## config.mk

```make
export PLATFORM = sky130hd
export DESIGN_NAME = seq_div63
export DESIGN_NICKNAME = d
export VERILOG_FILES = /design/src/rtl/seq_div63.sv
export SDC_FILE = /design/constraint.sdc
export NUM_CORES = 1
export LEC_CHECK = 0
export ABC_CLOCK_PERIOD_IN_PS = 2100
export CORE_MARGIN = 3
export CORE_UTILIZATION = 40
export DETAILED_ROUTE_END_ITERATION = 8
export GPL_TIMING_DRIVEN = 0
export SYNTH_ARGS = -nofsm -noshare
export SYNTH_HDL_FRONTEND = slang
export SYNTH_SLANG_ARGS = --single-unit
```

## constraint.sdc

```tcl
create_clock -name clk -period 2.1 [get_ports clk]
set_input_delay 0.315 -clock clk [delete_from_list [all_inputs] [get_ports clk]]
set_output_delay 0.315 -clock clk [all_outputs]
set_load 0.005 [all_outputs]
```

## src/rtl/seq_div63.sv

```systemverilog
// -----------------------------------------------------------------------------
// seq_div63 -- sequential restoring divider, 6-bit dividend / 3-bit divisor.
//
// Retires one quotient bit per clock, MSB first, behind a start/busy/done
// handshake. A start accepted in IDLE is followed by six RUN cycles and one
// DONE cycle. The results are then held until the next accepted start or
// until reset.
//
// Ports
//   clk       in   1  rising-edge clock
//   rst       in   1  synchronous reset, active-high
//   start     in   1  request, sampled only in IDLE
//   dividend  in   6  unsigned numerator, captured on the accepting edge
//   divisor   in   3  unsigned denominator, captured on the accepting edge
//   busy      out  1  high while the iterations run
//   done      out  1  one-cycle pulse, results valid in this cycle
//   quot      out  6  quotient, held until the next accepted start
//   rem       out  3  remainder, held until the next accepted start
//   dz        out  1  divide-by-zero flag, valid with done
//
// Build option
//   DIV0_DETECT_EN : when defined, a zero divisor bypasses RUN. The operation
//                    completes one cycle after the accepting edge with
//                    quot=3F, rem=0 and dz=1. When undefined, a zero divisor
//                    runs the normal iterations, and dz is tied low.
// -----------------------------------------------------------------------------
module seq_div63 (
   input  logic       clk,
   input  logic       rst,
   input  logic       start,
   input  logic [5:0] dividend,
   input  logic [2:0] divisor,
   output logic       busy,
   output logic       done,
   output logic [5:0] quot,
   output logic [2:0] rem,
   output logic       dz
);

   typedef enum logic [1:0] {
      S_IDLE = 2'd0,
      S_RUN  = 2'd1,
      S_DONE = 2'd2
   } state_t;

   state_t     state_q, state_d;
   logic [5:0] dvd_q,   dvd_d;    // dividend, shifted left so bit 5 is the next bit
   logic [2:0] dvs_q,   dvs_d;
   logic [2:0] prem_q,  prem_d;   // partial remainder
   logic [5:0] qsr_q,   qsr_d;    // quotient shift register
   logic [2:0] cnt_q,   cnt_d;
   logic [5:0] quot_q,  quot_d;
   logic [2:0] rem_q,   rem_d;
`ifdef DIV0_DETECT_EN
   logic       dz_q,    dz_d;
`endif

   // Datapath for one restoring step
   logic       bit_b;
   logic [4:0] diff;
   logic       borrow;
   logic [2:0] prem_nxt;
   logic       q_bit;

   always_comb begin
      bit_b  = dvd_q[5];
      // The extra top bit catches the borrow of the 4-bit trial subtraction.
      diff   = {1'b0, prem_q, bit_b} - {2'b00, dvs_q};
      borrow = diff[4];
      // On a borrow, the restored value {prem,b} is below the divisor. A 3-bit
      // divisor is at most 7, so {prem[1:0],b} loses no information.
      prem_nxt = borrow ? {prem_q[1:0], bit_b} : diff[2:0];
      q_bit    = ~borrow;
   end

   // Next-state logic
   always_comb begin
      state_d = state_q;
      dvd_d   = dvd_q;
      dvs_d   = dvs_q;
      prem_d  = prem_q;
      qsr_d   = qsr_q;
      cnt_d   = cnt_q;
      quot_d  = quot_q;
      rem_d   = rem_q;
`ifdef DIV0_DETECT_EN
      dz_d    = dz_q;
`endif

      unique case (state_q)
         S_IDLE: begin
            if (start) begin
               dvd_d  = dividend;
               dvs_d  = divisor;
               prem_d = 3'd0;
               qsr_d  = 6'd0;
               cnt_d  = 3'd0;
               state_d = S_RUN;
`ifdef DIV0_DETECT_EN
               if (divisor == 3'd0) begin
                  // The result is known immediately, so the iterations are skipped.
                  quot_d  = 6'h3F;
                  rem_d   = 3'd0;
                  dz_d    = 1'b1;
                  state_d = S_DONE;
               end
`endif
            end
         end

         S_RUN: begin
            prem_d = prem_nxt;
            qsr_d  = {qsr_q[4:0], q_bit};
            dvd_d  = {dvd_q[4:0], 1'b0};
            cnt_d  = cnt_q + 3'd1;
            if (cnt_q == 3'd5) begin
               quot_d  = {qsr_q[4:0], q_bit};
               rem_d   = prem_nxt;
`ifdef DIV0_DETECT_EN
               dz_d    = 1'b0;
`endif
               state_d = S_DONE;
            end
         end

         S_DONE: begin
            state_d = S_IDLE;
         end

         default: begin
            state_d = S_IDLE;
         end
      endcase
   end

   always_ff @(posedge clk) begin
      if (rst) begin
         state_q <= S_IDLE;
         dvd_q   <= 6'd0;
         dvs_q   <= 3'd0;
         prem_q  <= 3'd0;
         qsr_q   <= 6'd0;
         cnt_q   <= 3'd0;
         quot_q  <= 6'd0;
         rem_q   <= 3'd0;
`ifdef DIV0_DETECT_EN
         dz_q    <= 1'b0;
`endif
      end else begin
         state_q <= state_d;
         dvd_q   <= dvd_d;
         dvs_q   <= dvs_d;
         prem_q  <= prem_d;
         qsr_q   <= qsr_d;
         cnt_q   <= cnt_d;
         quot_q  <= quot_d;
         rem_q   <= rem_d;
`ifdef DIV0_DETECT_EN
         dz_q    <= dz_d;
`endif
      end
   end

   assign busy = (state_q == S_RUN);
   assign done = (state_q == S_DONE);
   assign quot = quot_q;
   assign rem  = rem_q;
`ifdef DIV0_DETECT_EN
   assign dz   = dz_q;
`else
   assign dz   = 1'b0;
`endif

endmodule
```

After elaboration in Yosys (flattened, before gate mapping)
Cells that the tools add are included.
Word-level totals
  register bits: 31
  output and inout bits: 12
  logic and storage cells: 33
Operators by class
  multiplexer cells: 11
  equality and inequality tests: 5
  reduce and logical (&&, ||, !) cells: 6
  bitwise operators: 1
  add/sub/neg operators: 2
Operators with widths (number)
  3-bit one-hot mux with 2 select lines: 2
  6-bit one-hot mux with 2 select lines: 1
  5-bit one-hot mux with 2 select lines: 1
  2-bit AND reduction: 4
  3-bit 2-to-1 mux: 2
  6-bit 2-to-1 mux: 1
  5-bit 2-to-1 mux: 1
  4-bit by 3-bit subtractor with 5-bit output: 1
  2-bit 2-to-1 mux: 2
  2-bit one-hot mux with 2 select lines: 1
  3-bit by 1-bit adder with 3-bit output (second input constant): 1
  3-bit == test (second input constant): 1
  2-bit by 1-bit == test with 1-bit output (second input constant): 1
  2-bit == test (second input constant): 1
  2-bit zero test: 1
  2-bit by 1-bit != test with 1-bit output (second input constant): 1
  2-bit != test (second input constant): 1
  2-bit nonzero test: 1
  1-bit inverter: 1

Longest topological paths before layout
Gate-level depths: netlist (run 1).
  depth after elaboration: 3
  mapped depth: 6
  depth with buffers taken out: 6

Worst setup path after synthesis (run 1)
OpenSTA, ideal clock, no wires.
  kind: reg2reg
  start point: reg dvd_q[5]
  end point: reg rem_q[0], in the netlist rem[0]
  library setup time: 0.096 ns
  period minus slack after synthesis: 1.665 ns
  arrival time: 1.569 ns
  stages on the path, launching flop included: 7
  buffers on the path: 0
  setup slack: 0.435 ns
  cells stage by stage: dfxtp_1 > inv_1 > ha_1 > fa_1 > nand2b_4 > and3_1 > o41ai_2
On the way
  cells in the longest elaborated chain, start to end: 2
RTL lines
  start, declared: RTL line 47  | logic [5:0] dvd_q, dvd_d;
  start signal, assigned: RTL line 151  | dvd_q <= dvd_d;
  4-bit by 3-bit subtractor with 5-bit output: RTL line 68  | diff = {1'b0, prem_q, bit_b} - {2'b00, dvs_q};
  3-bit 2-to-1 mux *: RTL line 72  | prem_nxt = borrow ? {prem_q[1:0], bit_b} : diff[2:0];
  end signal, assigned: RTL line 157  | rem_q <= rem_d;
  end, declared: RTL line 53  | logic [2:0] rem_q, rem_d;
Every way passes the cells marked *; elsewhere a longest branch is shown, timed or not.
A chain may end at the register's enable or synchronous reset.

Worst setup path after layout (run 1)
  start point: reg state_q[1]
  end point: out busy
On the way
  cells in the longest elaborated chain, start to end: 1
RTL lines
  start, declared: RTL line 46  | state_t state_q, state_d;
  start signal, assigned: RTL line 150  | state_q <= state_d;
  2-bit by 1-bit == test with 1-bit output: RTL line 164  | assign busy = (state_q == S_RUN);
  end, declared: RTL line 33  | output logic busy,
Every way passes these cells.

==> results of run 1 <==
[cells by family (layout without fill, tap and decap cells)]
logic type               after synthesis  count (layout)  share of synthesized area [%]
AND/OR/NAND/NOR                       56              56                          22.52
AO/OA/AOI/OAI                         34              34                          21.44
flip-flops                            31              31                          41.06
buffers and inverters                 16              46                          8.112
adder cells (fa/ha/maj)                5               5                          4.636
multiplexers                           3               3                          1.987
other                                  1               1                         0.2481
[worst min-delay path: cells and delay by family, from the launching register on]
kind | cells | cell delay (ns)
simple gates | 1 | 0.05
flops | 1 | 0.31
compound gates | 1 | 0.05
[area by class of cell]
cell class                      instances  area (sq um)
Sequential cell                        31         620.6
Inverter                                6         35.03
Fill cell                             324          1588
Multi-Input combinational cell         99         768.2
Timing Repair Buffer                   22         220.2
Clock inverter                          2         35.03
Buffer                                 10         87.58
Tap cell                               46         57.56
Clock buffer                            6         82.58
[layer usage]
| metal | global-route usage, % | share of wire, % | vias to the layer above |
|---|---|---|---|
| li1 | - | - | 568 |
| met1 | 20.00 | 48 | 539 |
| met2 | 22.72 | 46 | 20 |
| met3 | 5.657 | 4.2 | 7 |
| met4 | 8.354 | 2.0 | 0 |
| met5 | 0 | 0 | - |
[synthesized netlist by cell type (2+ instances only)]
master	number
a21boi_0	2
a21oi_1	7
a22o_1	5
a311oi_2	6
and3_1	2
buf_2	3
buf_4	2
buf_6	3
dfxtp_1	31
ha_1	4
inv_1	5
mux2i_1	3
nand2_1	23
nand2b_1	3
nand2b_4	3
nand3b_1	4
nor2_1	6
nor2_2	8
nor2b_1	2
o32ai_2	2
[metrics by stage]
step / std cells / instance area [sq um]
after floorplan: 146 / 1511
after global placement: 214 / 1789
after detailed placement: 214 / 1789
after CTS: 222 / 1907
after global routing: 222 / 1907
final: 222 / 1907
[power groups by stage]
stage                     clock, mW  sequential (mW)  combinational, mW
after global placement            0            0.639              0.200
final                         0.610            0.627              0.205
after detailed placement          0            0.640              0.207
after CTS                     0.628            0.627              0.207
after floorplan                   0            0.636              0.153
after global routing          0.669            0.630              0.226
[layout by cell type (no fill, tap or decap), drive strengths merged, types with 3 or more instances in the layout]
cell	instances
dfxtp	31
nand2	23
clkdlybuf4s50	22
nor2	14
buf	9
a21oi	7
a311oi	7
clkbuf	7
nand2b	6
inv	5
a22o	5
nand3b	4
ha	4
mux2i	3
[worst max-delay path by stage]
stage,start,endpoint,depth (start not counted)
2_1_floorplan,dvd_q[5],rem[0],6
3_3_place_gp,dvd_q[5],rem[1],6
3_5_place_dp,dvd_q[5],prem_q[0],6
4_1_cts,state_q[1],busy,5
5_1_grt,dvd_q[5],rem[1],6
6_report,state_q[1],busy,5
[flip-flops by register name, indices dropped and copies added (netlist names)]
register and flops:
qsr_q 5, state_q 2, quot 6, rem 3, prem_q 3, dvd_q 6
cnt_q 3, dvs_q 3
==> reports/metrics.cfg, run 1 <==
[status]
status = completed

[place]
io_buffers = 22
dp_slack_ns = 0.2935
dp_hpwl_mm = 2.218
gp_congestion = 0.7600

[global_route]
overflow = 0
first_global_vias = 1082
grt_usage_pct = 15.62
antenna_found_initial = 0
grt_first_pass_wirelength_mm = 5.092
grt_max_degree = 11

[cts]
insertion_delay_ns = 0.29
htreeDepth = 2
post_cts_buffers = 0
root_buffer = clkbuf_8
postCtsHoldBufs = 0
cts.sinks = 31
cts_made_buffers = 5
clockBufferDepth = 2
cts.reportedPaths.clkPinSlew_ns = 0.07
cts_tree = built
ctsResizeCount = 0

[worst_setup_path]
crit_path_end_kind = primary output
crit_family = buffers and inverters
cp_num_buf_inv = 4
worstPathCellList = buf_6 > nand2b_4 > buf_6 > clkinv_8 > clkdlybuf4s50_1
crit_top_cell = buf_6
reg2reg_depth = 6
start_kind = flop
rr_startpoint = dvd_q[5]
criticalPathCategory = reg -> out
max_stage_delay_ns = 0.49
worst_ep_required_time_ns = 1.78
slowest_stage = clkdlybuf4s50_1
worst-endpoint-arrival_ns = 1.57
cp_max_fo = 10
reg2reg_setup_slack_ns = 0.28
r2r-end = rem[1]

[synth]
synth_top_cells_by_area = dfxtp_1 (41%), a311oi_2 (6.0%), nand2_1 (5.7%), ha_1 (3.3%), nor2_2 (3.3%)
syn_inst = 146
synth-edff-count = 0
syn_area_sq_um = 1511
synth_ff_type = dfxtp_1
synth_nets = 163
async_reset_ff_share_pct = 0
avgSynthCellArea_sq_um = 10.35
yosysWarnings = 0
yosys.area.top_type_share_pct = 41.06
synth.distinct_cells = 42
synth-seq-cells = 31
ys_seq_area_share_pct = 41.06
synth_top_area_cell = dfxtp_1

[floorplanning]
start_util_pct = 43.25
die_h_um = 67.47
die-area_sq_um = 4552
core_area_sq_um = 3495
rows = 21
io_pins = 24
die_x_um = 67.47

[final_layout]
antenna_cells = 0
drive_gt1_share_pct = 23.30
utilization_pct = 54.57
area_growth_syn_to_layout_pct = 26.16
nNetsFinal = 192

[power_and_ir_drop]
switchingPower_mw = 0.3496
clock_power_share_pct = 42.3
combPwrFrac_pct = 14.2
worst_ir_drop_vdd_v = 0.0005018
cellPowerDensity_nw_per_um2 = 756.2
seq_power_share_pct = 43.5
p_int_mw = 1.092
swShare_pct = 24.24
p_total_mw = 1.442
leakage_nw = 0.7396

[drt]
dr.first_iter.drc_count = 53
wl_per_cell_um = 13.80
drc = 0
drt-total-wl_mm = 3.064
via_per_inst = 5.108
postRouteAntennaNets = 0
dr.pass1.iters = 4
vias = 1134

[timing]
setup-tns-final_ns = 0
min_period_ns = 1.887
final_max_slew_viol_count = 0
fin_ws_ns = 0.2131
rsz0062_at_grt = false
fin_skew_ns = 0.006797
hold_viol_final = 0
min_period_over_period_pct = 89.85
finalHoldWorstSlack_ns = 0.4534
max_freq_mhz = 530.0
setup_violations = 0

[run]
cap_violations = 0

[min_path]
hp-start = quot[4]
min_delay_path_depth = 2
whs_endpoint = quot[4]
hold_path.class = reg -> reg

(Power assumes the default switching activity.)
==> inputs of run 2 (changes only) <==
Settings changed: CTS_CLUSTER_DIAMETER set to 50.
==> results of run 2 <==
Final layout, timing and power as in run 1 (identical DEF).
==> inputs of run 3 (changes only) <==
Settings changed: ABC_CLOCK_PERIOD_IN_PS 2100 to 1900, TNS_END_PERCENT set to 50.
Clock period 2.1 ns to 1.9 ns, I/O delays scaled along.
==> run 3 against run 2 <==
Against the previous run: clock-buffer cell count stayed put; setup slack worse by 0.068 ns; register-to-register slack worse by 0.13 ns; flip-flop and latch count stayed put; via count hardly changed; clock skew hardly changed; die area stayed put; highest routed layer unchanged; global-route usage stayed put; final area is 0.66% higher; combinational power is 12% higher; clock power is 10% higher; routed wire length is 0.26% higher.
==> reports/metrics.cfg, run 3 (synthesis gave the netlist of run 1 again) <==
[status]
status = completed

[drt]
wl_per_cell_um = 13.84
drt-total-wl_mm = 3.072
via_per_inst = 5.104
drc = 0
dr.pass1.iters = 4
postRouteAntennaNets = 0
dr.first_iter.drc_count = 49
vias = 1133

[final_layout]
final_common_cell = dfxtp_1
nNetsFinal = 192
drive_gt1_share_pct = 25.00
mostFrequentLayoutCells = dfxtp_1 (29), nand2_1 (23), clkdlybuf4s50_1 (21)
num-fill-cells = 323
regArea_sq_um = 623.1
fin_area_sq_um = 1919
final_cell_count_no_fill = 222
utilization_pct = 54.92
multiInputGateArea_sq_um = 775.7
area_growth_syn_to_layout_pct = 26.99
antenna_cells = 0

[cts]
cts.reportedPaths.clkPinSlew_ns = 0.07
htreeDepth = 2
cts.sinks = 31
cts_tree = built
cts_made_buffers = 5
clockBufferDepth = 2
root_buffer = clkbuf_8
post_cts_buffers = 0
insertion_delay_ns = 0.29

[run]
cap_violations = 0

[power_and_ir_drop]
clock_power_share_pct = 42.2
swShare_pct = 24.31
combPwrFrac_pct = 14.4
p_int_mw = 1.208
p_total_mw = 1.596
cellPowerDensity_nw_per_um2 = 831.6
seq_power_share_pct = 43.5
worst_ir_drop_vdd_v = 0.0005543
leakage_nw = 0.7589
switchingPower_mw = 0.3880

[floorplanning]
die-area_sq_um = 4552
core_area_sq_um = 3495
die_x_um = 67.47
start_util_pct = 43.25
rows = 21
die_h_um = 67.47
io_pins = 24

[timing]
setup-tns-final_ns = 0
fin_skew_ns = 0.006743
max_freq_mhz = 569.9
setup_violations = 0
rsz0062_at_grt = false
hold_viol_final = 0
min_period_over_period_pct = 92.35
min_period_ns = 1.755
final_max_slew_viol_count = 0

[worst_setup_path]
cp_max_fo = 7
worst-endpoint-arrival_ns = 1.95
slowest_stage = fa_1
reg2reg_setup_slack_ns = 0.15
worstPathCellList = inv_1 > ha_1 > fa_1 > nand2b_4 > and3_1 > o41ai_2
max_stage_delay_ns = 0.39
criticalPathCategory = reg -> reg
start_kind = flop
worst_ep_required_time_ns = 2.09
crit_path_end_kind = flop

[global_route]
overflow = 0
grt_usage_pct = 15.62
antenna_found_initial = 0
first_global_vias = 1082
grt_first_pass_wirelength_mm = 5.092
grt_max_degree = 11

[place]
place_area_sq_um = 1789
dp.cells = 214
dp_hpwl_mm = 2.218
io_buffers = 22
gp_congestion = 0.7600

[min_path]
hold_path.class = reg -> reg

==> run 3: per-layer routing <==
metal	up-vias	part of all wire, %	routed length, um	global-route usage (%)
li1	569	-	-	-
met1	544	49	1508	20.00
met2	13	45	1395	22.72
met3	7	3.4	105	5.657
met4	0	2.0	62	8.354
met5	-	0	0	0
==> run 3: cell type report <==
type	instances	share of cell area, %
multi-input cells	99	40.42
flip-flops and latches	31	32.46
repair buffers	22	11.60
plain buffers	10	4.563
clock buffers	6	4.302
well taps	46	2.999
clock inverters	2	1.825
inverters	6	1.825
==> run 3: path summary, 6_finish.rpt <==
| kind | start | to | cells past startpoint |
|---|---|---|---|
| max | dvd_q[5] | rem[0] | 6 |
| min | quot[4] | quot[4] | 2 |
| max reg2reg | dvd_q[5] | rem[0] | 6 |
| min reg2reg | quot[4] | quot[4] | 2 |
==> run 3: stage by stage <==
step	hold slack (ns)	worst slack, ns
6_report	0.4535	0.1453
5_1_grt	0.4908	0.03707
4_1_cts	0.4579	0.03243
3_5_place_dp	0.4480	0.09345
3_3_place_gp	0.4455	0.1225
2_1_floorplan	0.4315	0.2354
==> run 3: power by group through the flow <==
stage	Combinational (mW)	Sequential, mW	Clock [mW]
2_1_floorplan	0.169	0.703	0
3_3_place_gp	0.222	0.707	0
3_5_place_dp	0.228	0.708	0
4_1_cts	0.229	0.693	0.694
5_1_grt	0.253	0.697	0.740
6_report	0.229	0.694	0.673
==> run 3: worst max-delay path: cells and delay by family, from the launching register on <==
| family | cells | cell delay (ns) |
|---|---|---|
| compound gates | 1 | 0.30 |
| flops | 1 | 0.34 |
| fa+ha+maj | 2 | 0.59 |
| simple gates | 2 | 0.39 |
| buf+inv | 1 | 0.05 |
==> run 3: what timing repair did <==
action | in CTS | in global routing
gates resized for setup | 0 | 5
hold buffers | 0 | 0
endpoints found under the setup margin | 0 | 4
